**src/rtl/cpu_pkg.sv**
```systemverilog
// Shared definitions for the register file and its datapath neighbours:
// default sizes, the architectural zero-register address and the FSM encoding.
package cpu_pkg;

    localparam int DEF_DATA_W = 32;
    localparam int DEF_DEPTH  = 32;

    // Architectural zero register (hardwired to 0 when ZERO_REG=1).
    localparam int REG_ZERO   = 0;

    localparam int STATE_W    = 1;

    // CLEAR sweeps zeros through the array; RUN is normal operation.
    typedef enum logic [STATE_W-1:0] {
        ST_CLEAR = 1'b0,
        ST_RUN   = 1'b1
    } state_e;

endpackage

```
**src/rtl/rf_scoreboard.sv**
```systemverilog
// Per-register busy scoreboard: one flop per register, set by a reserve and
// cleared by a write-back, with the set taking priority when both target the
// same register in the same cycle. Two combinational lookup ports.
module rf_scoreboard
    import cpu_pkg::*;
#(
    parameter  int DEPTH  = DEF_DEPTH,
    localparam int ADDR_W = $clog2(DEPTH)
) (
    input  logic              clk,
    input  logic              rst,
    input  logic              set_en,
    input  logic [ADDR_W-1:0] set_addr,
    input  logic              clr_en,
    input  logic [ADDR_W-1:0] clr_addr,
    input  logic [ADDR_W-1:0] raddr1,
    input  logic [ADDR_W-1:0] raddr2,
    output logic              busy1,
    output logic              busy2
);

    logic [DEPTH-1:0] busy_q;
    logic [DEPTH-1:0] busy_d;

    // Next busy vector: apply the clear first so a same-address reserve wins.
    always_comb begin
        busy_d = busy_q;
        if (clr_en) begin
            busy_d[clr_addr] = 1'b0;
        end
        if (set_en) begin
            busy_d[set_addr] = 1'b1;
        end
    end

    // Busy flops; reset drops every pending reservation.
    always_ff @(posedge clk) begin
        if (rst) begin
            busy_q <= '0;
        end else begin
            busy_q <= busy_d;
        end
    end

    assign busy1 = busy_q[raddr1];
    assign busy2 = busy_q[raddr2];

endmodule

```
**src/rtl/regfile_scoreboard.sv**
```systemverilog
// Register file with a reset-time clear sweep, optional write-to-read bypass,
// optional hardwired zero register and a busy scoreboard for stall control.
// dbg_state mirrors the sweep FSM state for observation.
module regfile_scoreboard
    import cpu_pkg::*;
#(
    parameter  int DATA_W   = DEF_DATA_W,
    parameter  int DEPTH    = DEF_DEPTH,
    parameter  int BYPASS   = 1,
    parameter  int ZERO_REG = 1,
    localparam int ADDR_W   = $clog2(DEPTH)
) (
    input  logic               clk,
    input  logic               rst,
    output logic               ready,
    input  logic               we,
    input  logic [ADDR_W-1:0]  waddr,
    input  logic [DATA_W-1:0]  wdata,
    input  logic [ADDR_W-1:0]  raddr1,
    input  logic [ADDR_W-1:0]  raddr2,
    output logic [DATA_W-1:0]  rdata1,
    output logic [DATA_W-1:0]  rdata2,
    output logic               busy1,
    output logic               busy2,
    input  logic               rsv_en,
    input  logic [ADDR_W-1:0]  rsv_addr,
    input  logic [ADDR_W-1:0]  dbg_addr,
    output logic [DATA_W-1:0]  dbg_data,
    output logic [STATE_W-1:0] dbg_state
);

    localparam logic [ADDR_W-1:0] ZERO_ADDR = ADDR_W'(REG_ZERO);
    localparam logic [ADDR_W-1:0] LAST_IDX  = ADDR_W'(DEPTH - 1);

    state_e            state_q;
    logic [ADDR_W-1:0] idx_q;
    logic              ready_q;
    logic [DATA_W-1:0] mem_q [DEPTH];

    logic              we_eff;
    logic              rsv_eff;
    logic              arr_we;
    logic [ADDR_W-1:0] arr_waddr;
    logic [DATA_W-1:0] arr_wdata;
    logic              sb_busy1;
    logic              sb_busy2;

    // A port address is zero-suppressed only when the zero register is enabled.
    function automatic logic is_zero(input logic [ADDR_W-1:0] a);
        return (ZERO_REG != 0) && (a == ZERO_ADDR);
    endfunction

    // Writes and reserves only count in RUN, outside reset, and never to r0.
    assign we_eff  = ready_q && !rst && we     && !is_zero(waddr);
    assign rsv_eff = ready_q && !rst && rsv_en && !is_zero(rsv_addr);

    // Sweep FSM: walk the index over every register, then hand over to RUN.
    always_ff @(posedge clk) begin
        if (rst) begin
            state_q <= ST_CLEAR;
            idx_q   <= '0;
            ready_q <= 1'b0;
        end else begin
            case (state_q)
                ST_CLEAR: begin
                    idx_q <= idx_q + 1'b1;
                    if (idx_q == LAST_IDX) begin
                        state_q <= ST_RUN;
                        ready_q <= 1'b1;
                    end
                end
                ST_RUN: begin
                    state_q <= ST_RUN;
                end
                default: begin
                    state_q <= ST_CLEAR;
                    idx_q   <= '0;
                    ready_q <= 1'b0;
                end
            endcase
        end
    end

    // Single array write port shared between the clear sweep and write-back.
    always_comb begin
        arr_we    = 1'b0;
        arr_waddr = waddr;
        arr_wdata = wdata;
        if (!rst && state_q == ST_CLEAR) begin
            arr_we    = 1'b1;
            arr_waddr = idx_q;
            arr_wdata = '0;
        end else if (we_eff) begin
            arr_we    = 1'b1;
        end
    end

    // Register array; its only reset is the sweep above.
    always_ff @(posedge clk) begin
        if (arr_we) begin
            mem_q[arr_waddr] <= arr_wdata;
        end
    end

    // Read ports: masked until ready, r0 forced to zero, optional bypass.
    always_comb begin
        rdata1   = mem_q[raddr1];
        rdata2   = mem_q[raddr2];
        dbg_data = mem_q[dbg_addr];
        if (BYPASS != 0 && we_eff && raddr1 == waddr) begin
            rdata1 = wdata;
        end
        if (BYPASS != 0 && we_eff && raddr2 == waddr) begin
            rdata2 = wdata;
        end
        if (!ready_q || is_zero(raddr1)) begin
            rdata1 = '0;
        end
        if (!ready_q || is_zero(raddr2)) begin
            rdata2 = '0;
        end
        if (!ready_q || is_zero(dbg_addr)) begin
            dbg_data = '0;
        end
    end

    rf_scoreboard #(
        .DEPTH (DEPTH)
    ) u_scoreboard (
        .clk      (clk),
        .rst      (rst),
        .set_en   (rsv_eff),
        .set_addr (rsv_addr),
        .clr_en   (we_eff),
        .clr_addr (waddr),
        .raddr1   (raddr1),
        .raddr2   (raddr2),
        .busy1    (sb_busy1),
        .busy2    (sb_busy2)
    );

    assign busy1     = ready_q && sb_busy1;
    assign busy2     = ready_q && sb_busy2;
    assign ready     = ready_q;
    assign dbg_state = state_q;

endmodule

```
**config.mk**
```make
export PLATFORM = sky130hd
export DESIGN_NAME = regfile_scoreboard
export DESIGN_NICKNAME = d
export VERILOG_FILES = /design/src/rtl/cpu_pkg.sv /design/src/rtl/rf_scoreboard.sv /design/src/rtl/regfile_scoreboard.sv
export SDC_FILE = /design/constraint.sdc
export NUM_CORES = 2
export LEC_CHECK = 0
export CORE_MARGIN = 5
export CORE_UTILIZATION = 30
export DETAILED_ROUTE_END_ITERATION = 8
export PLACE_DENSITY = 0.44
export SYNTH_ARGS = -nofsm -noshare
export SYNTH_HDL_FRONTEND = slang
export SYNTH_HIERARCHICAL = 1
export SYNTH_SLANG_ARGS = --single-unit
```
**constraint.sdc**
```tcl
create_clock -name clk -period 4.5 [get_ports clk]
set_input_delay 0.9 -clock clk [delete_from_list [all_inputs] [get_ports clk]]
set_output_delay 0.9 -clock clk [all_outputs]
set_load 0.02 [all_outputs]
```
## After elaboration in Yosys (flattened, before gate mapping)

Memory sizes are Yosys's and may differ from the RTL's.
Index checks and enable logic that the tools add are counted.

| storage, ports and cells | value |
|---|---|
| flip-flop bits (word level) | 39 |
| bits in writable memories | 1024 |
| input bits | 61 |
| output and inout bits | 100 |
| logic and storage cells | 67 |
| memories | 1 |

| operators by class | value |
|---|---|
| add/sub/neg operators | 1 |
| order comparisons | 6 |
| equal/unequal tests | 3 |
| mux-type cells | 23 |
| bitwise gates (word level) | 4 |
| reductions and logical operators | 25 |

Memory list:

| memory | words | bits a word | rd ports | clocked after Yosys merged registers in | write ports | RTL line | source |
|---|---|---|---|---|---|---|---|
| mem_q | 32 | 32 | 3 | 0 | 1 | regfile_scoreboard.sv:38 | `logic [DATA_W-1:0] mem_q [DEPTH];` |

Operators with widths:

| kind | number |
|---|---|
| 32-bit two-way mux | 8 |
| 32-bit AND | 1 |
| 32-bit NOT | 1 |
| 32-bit bitwise OR | 1 |
| 5-bit logical NOT | 5 |
| 5-bit by 6-bit less-than comparator with 1-bit output, second input constant | 4 |
| 1-bit logical AND | 12 |
| 1-bit binary-select mux with 5-bit select | 2 |
| 1-bit demux with 5-bit select | 2 |
| 5-bit equality test | 2 |
| 5-bit by 1-bit >= comparator with 1-bit output, second input constant | 2 |
| 1-bit two-way mux | 9 |
| 5-bit by 1-bit adder with 5-bit output, second input constant | 1 |
| 5-bit equality test, second input constant | 1 |
| 5-bit two-way mux | 1 |
| 1-bit logical NOT | 4 |
| 1-bit logical OR | 3 |
| 1-bit one-hot mux with 2 select lines | 1 |
| 2-bit AND reduction | 1 |
| 1-bit NOT | 1 |

## Depth between registers and ports, before layout

| depth | value |
|---|---|
| word-level depth | 9 |
| mapped depth | 9 |
| depth with buffers taken out | 6 |

## Modules after synthesis

The synthesis kept the hierarchy.

Modules (own cells, without submodules):

| module | times used | cells each | area each (µm²) | seq. area each (µm²) |
|---|---|---|---|---|
| regfile_scoreboard | 1 | 3718 | 57953.1 | 30889.6 |
| rf_scoreboard | 1 | 243 | 1936.9 | 640.6 |

## Worst setup path before layout

No wires, ideal clock.

| path | value |
|---|---|
| kind | input port to flip-flop |
| start | input rst |
| end | memory mem_q[23][0] in the netlist's numbering, enable pin |
| setup time | 421 ps |
| arrival | 3253 ps |
| data required time | 4079 ps |
| setup slack | 826 ps |
| stages | 5 |
| buffers on the path | 2 |
| path through | or2_2 clkbuf_1 clkbuf_1 o32a_1 nor2_1 |

| between the ends | value |
|---|---|
| cells in the longest elaborated chain, start to end | 8 |
| elaborated cells on any way between the ends | 10 |
| classes of those cells | 5 x mux; 5 x reduce/logical |

Ends and longest elaborated chain:

| what | RTL line | source |
|---|---|---|
| start, declared | regfile_scoreboard.sv:14 | `input logic rst,` |
| 1-bit logical NOT (*) | regfile_scoreboard.sv:54, regfile_scoreboard.sv:89 |  |
| 1-bit logical AND (3 in series) | regfile_scoreboard.sv:54 | `assign we_eff = ready_q && !rst && we && !is_zero(waddr);` |
| 1-bit two-way mux | regfile_scoreboard.sv:93 | `end else if (we_eff) begin` |
| 1-bit two-way mux | regfile_scoreboard.sv:89 | `if (!rst && state_q == ST_CLEAR) begin` |
| 1-bit two-way mux | regfile_scoreboard.sv:100 | `if (arr_we) begin` |
| 1-bit two-way mux (implied by the code) | regfile_scoreboard.sv:101 | `mem_q[arr_waddr] <= arr_wdata;` |
| end, declared | regfile_scoreboard.sv:38 |  |

Every way passes the cells marked *; elsewhere a longest branch is shown, timed or not.

## Final worst setup path

| path | value |
|---|---|
| start | input waddr[4] |
| end | output rdata1[0] |

| between the ends | value |
|---|---|
| cells in the longest elaborated chain, start to end | 6 |
| elaborated cells on any way between the ends | 7 |
| classes of those cells | 1 x eq/ne; 2 x mux; 4 x reduce/logical |

Ends and longest elaborated chain:

| what | RTL line | source |
|---|---|---|
| start, declared | regfile_scoreboard.sv:17 | `input logic [ADDR_W-1:0] waddr,` |
| 5-bit logical NOT | regfile_scoreboard.sv:50 | `return (ZERO_REG != 0) && (a == ZERO_ADDR);` |
| 1-bit logical NOT | regfile_scoreboard.sv:54 |  |
| 1-bit logical AND | regfile_scoreboard.sv:54 |  |
| 1-bit logical AND (*) | regfile_scoreboard.sv:110 | `if (BYPASS != 0 && we_eff && raddr1 == waddr) begin` |
| 32-bit two-way mux (*) | regfile_scoreboard.sv:110 |  |
| 32-bit two-way mux (*) | regfile_scoreboard.sv:116 | `if (!ready_q \|\| is_zero(raddr1)) begin` |
| end, declared | regfile_scoreboard.sv:21 | `output logic [DATA_W-1:0] rdata1,` |

Marked as above.

==> results.txt <==
Status - finished clean
Post-DR wirelength/cell - 38.4 um
Setup violators final - 0
H-tree depth - 4
Hold Crit Start - u_scoreboard/busy_q[20]
Least-Margin Pin Slew - 1200 ps
DRT iter0 DRCs - 5,039
Synth Instances - 3,961
Crit. End Element - primary output
Worst Skew - 38.9 ps
Vias per cell - 6.15
Setup ws final - 34.0 ps
F_max - 0.224 GHz
Crit. Startpoint - waddr[4]
Reg-to-Reg Start - dbg_state
Final min period - 4470 ps
DR vias - 45,147
Clk_lat worst skew - 810 ps
Share of layout cells above drive strength 1 - 33.3%
Antenna-violating nets left - 0
Hold violation count in the final report - 0
Core box area - 0.199 mm2
Top Ports - 161
Worst Hold Class - flip-flop to flip-flop
Final TNS setup - 0 ps
Post-synth EDFFs - 1,024
Commonest non-fill, non-tap cells in the layout - 1,024 x edfxtp_1, 559 x buf_4, 512 x mux4_2, 502 x mux2i_1, 212 x a21oi_1
Initial Utilization - 30.1%
Syn_nets - 4,024
CTS Root Cell - clkbuf_16
Placed cells - 7,098
CP max FO - 21
Max Slew Vio Count - 0
Reg-to-reg slack, setup - 1270 ps
Total global routing overflow - 0
Pre-CTS setup slack - -440 ps
Hold EP - u_scoreboard/busy_q[20]
Commonest non-fill, non-tap cell in the layout - edfxtp_1
CTS tree - yes
Synthesized area - 0.0599 mm2
Area Overhead vs Synth - 24.9%
Sink Count - 1,063
Final instance area - 0.0748 mm2
Final core occ - 37.5%
Die Y - 457 um
Setup repair after global routing missed its margin - no
Post-synthesis register bit count - 1,063
Slew HR - 20.1%
Core Rows - 164
Residual DRC - 0
Crit path kind - input port to primary output
Largest net degree at the start of global routing - 68
Nets@finish - 4,639
Post-DP HPWL - 187,000 um
Syn avg cell area - 15.1 um2
Hold Crit Depth - 2
Arrival @ worst endpoint - 3570 ps
Vias in the first global route - 45,199
Lkg Pwr - 25.9 nW
CP startpoint kind - input port
Critical R2R Capture - mem_q[8][2]
Final std cells w/o fill - 7,338
Primary FF master, synth - edfxtp_1
R2r worst-path depth - 6
Die Area - 0.209 mm2
Routed WL - 282,000 um
Distinct cells, synth - 63
Worst-path clk slew - 50 ps
Final Cycle Share - 99.2%
PortBufs - 160
Area after DPL - 0.0706 mm2
First-pass GRT wire length - 384,000 um
RePlAce Congestion - 0.881
YS warnings - 6
Pwr dens - 331 mW/mm2
Pre-Repair DR Iteration Count - 6
All-Layer GR Usage - 26.3%
Peak VDD IR - 0.000293 V
Initial antenna violation count - 12
Cts bufs inserted - 130
Die Wd - 457 um
Share of flip-flops with an asynchronous set or reset - 0%
Worst Path Required - 3600 ps
Max-Cap Viols - 0
Post-synthesis sequential area ratio - 52.6%
Clock buffer depth - 3
-- state kept, by name, indices dropped and copies added, names as in the netlist --
register and cells:
idx_q 5, mem_q 1024, ready 1, dbg_state 1, u_scoreboard/busy_q 32
-- where the power goes --
group | leakage (nW) | internal [mW] | switching, mW
Combinational | 14.2 | 1.42 | 2.02
Clock | 1.99 | 5.89 | 4.45
Sequential | 9.68 | 10.9 | 0.0514
Total | 25.9 | 18.2 | 6.53
-- layout make-up --
type / instances / area, um2
Timing Repair Buffer: 849 / 8750
Clock inverter: 77 / 611
Fill cell: 18790 / 124000
Inverter: 8 / 33.8
Tap cell: 2656 / 3320
Antenna cell: 3 / 7.51
Clock buffer: 158 / 3460
Sequential cell: 1063 / 31500
Multi-Input combinational cell: 2524 / 27000
-- layer usage --
| metal | global-route usage (%) | vias up | share of wire (%) |
|---|---|---|---|
| met5 | 0 | - | 0 |
| met3 | 4.45 | 570 | 7.1 |
| met1 | 34.4 | 24154 | 40 |
| met2 | 42.1 | 2326 | 47 |
| li1 | - | 18097 | - |
| met4 | 13.5 | 0 | 6.0 |
-- worst max-delay path by stage --
stage | endpoint | slack (ps) | depth (start not counted)
6_report | rdata1[0] | 30 | 10
3_3_place_gp | rdata1[28] | -450 | 8
5_1_grt | rdata1[0] | 2 | 10
4_1_cts | rdata2[21] | 4 | 9
3_5_place_dp | rdata1[28] | -440 | 8
2_1_floorplan | mem_q[23][0] | 830 | 5
-- cell families (layout without fill, tap and decap cells) --
| kind of cell | count (synthesis) | in the layout | share of synthesized area [%] |
|---|---|---|---|
| compound gates | 960 | 960 | 11.6 |
| xor+xnor | 13 | 13 | 0.190 |
| fa+ha+maj | 2 | 2 | 0.0418 |
| buf+inv | 374 | 1092 | 3.05 |
| flops | 1063 | 1063 | 52.6 |
| mux | 1060 | 1060 | 28.5 |
| other cells | 0 | 3 | 0 |
| simple gates | 489 | 489 | 3.98 |
-- critical path, cell delays in order --
cell and delay, ps:
clkdlybuf4s50_1 420, or4_4 550, o21ai_4 230, buf_4 170, o311ai_4 110, buf_12 170, buf_12 150, a21oi_1 190
a311o_1 240, dlygate4sd2_1 370
-- Yosys cell counts, types with 13 or more instances --
library cell	instances	area share [%]
a2111oi_0	19	0.28
nor2b_1	40	0.42
mux2i_1	502	8.4
nor4_1	34	0.36
and2_1	39	0.41
or3_1	21	0.22
o22ai_1	19	0.20
a311o_1	66	1.1
buf_1	25	0.16
o211ai_1	13	0.16
nand2_1	101	0.63
mux4_2	512	19
o21bai_1	64	0.80
a22oi_1	200	2.5
a211o_1	19	0.28
nor2_1	171	1.1
buf_4	30	0.38
clkbuf_1	180	1.1
nor3_1	36	0.30
edfxtp_1	1024	51
a41o_1	19	0.32
a221oi_1	128	1.9
dfxtp_1	39	1.3
o21ai_0	71	0.59
a21oi_1	226	1.9
o221ai_1	13	0.19
o21ai_1	45	0.38
o32ai_1	32	0.47
buf_2	113	0.94
a2111o_1	13	0.24
mux2_2	46	0.86
-- metrics by stage --
stage | hold WS (ps) | power [mW]
after floorplan | 460 | 12.8
after global placement | 478 | 14.6
after detailed placement | 488 | 14.6
after CTS | 493 | 24.9
after global routing | 511 | 25.4
final | 497 | 24.8
-- what timing repair did --
action                     4_1_cts  5_1_grt
gates cloned                     0        0
buffers inserted                 1        1
pin swaps                        1        2
resized for setup               90        6
setup endpoints to repair       62        6
hold buffers                     0        0
No activity file was read; power rests on OpenSTA's default activity.
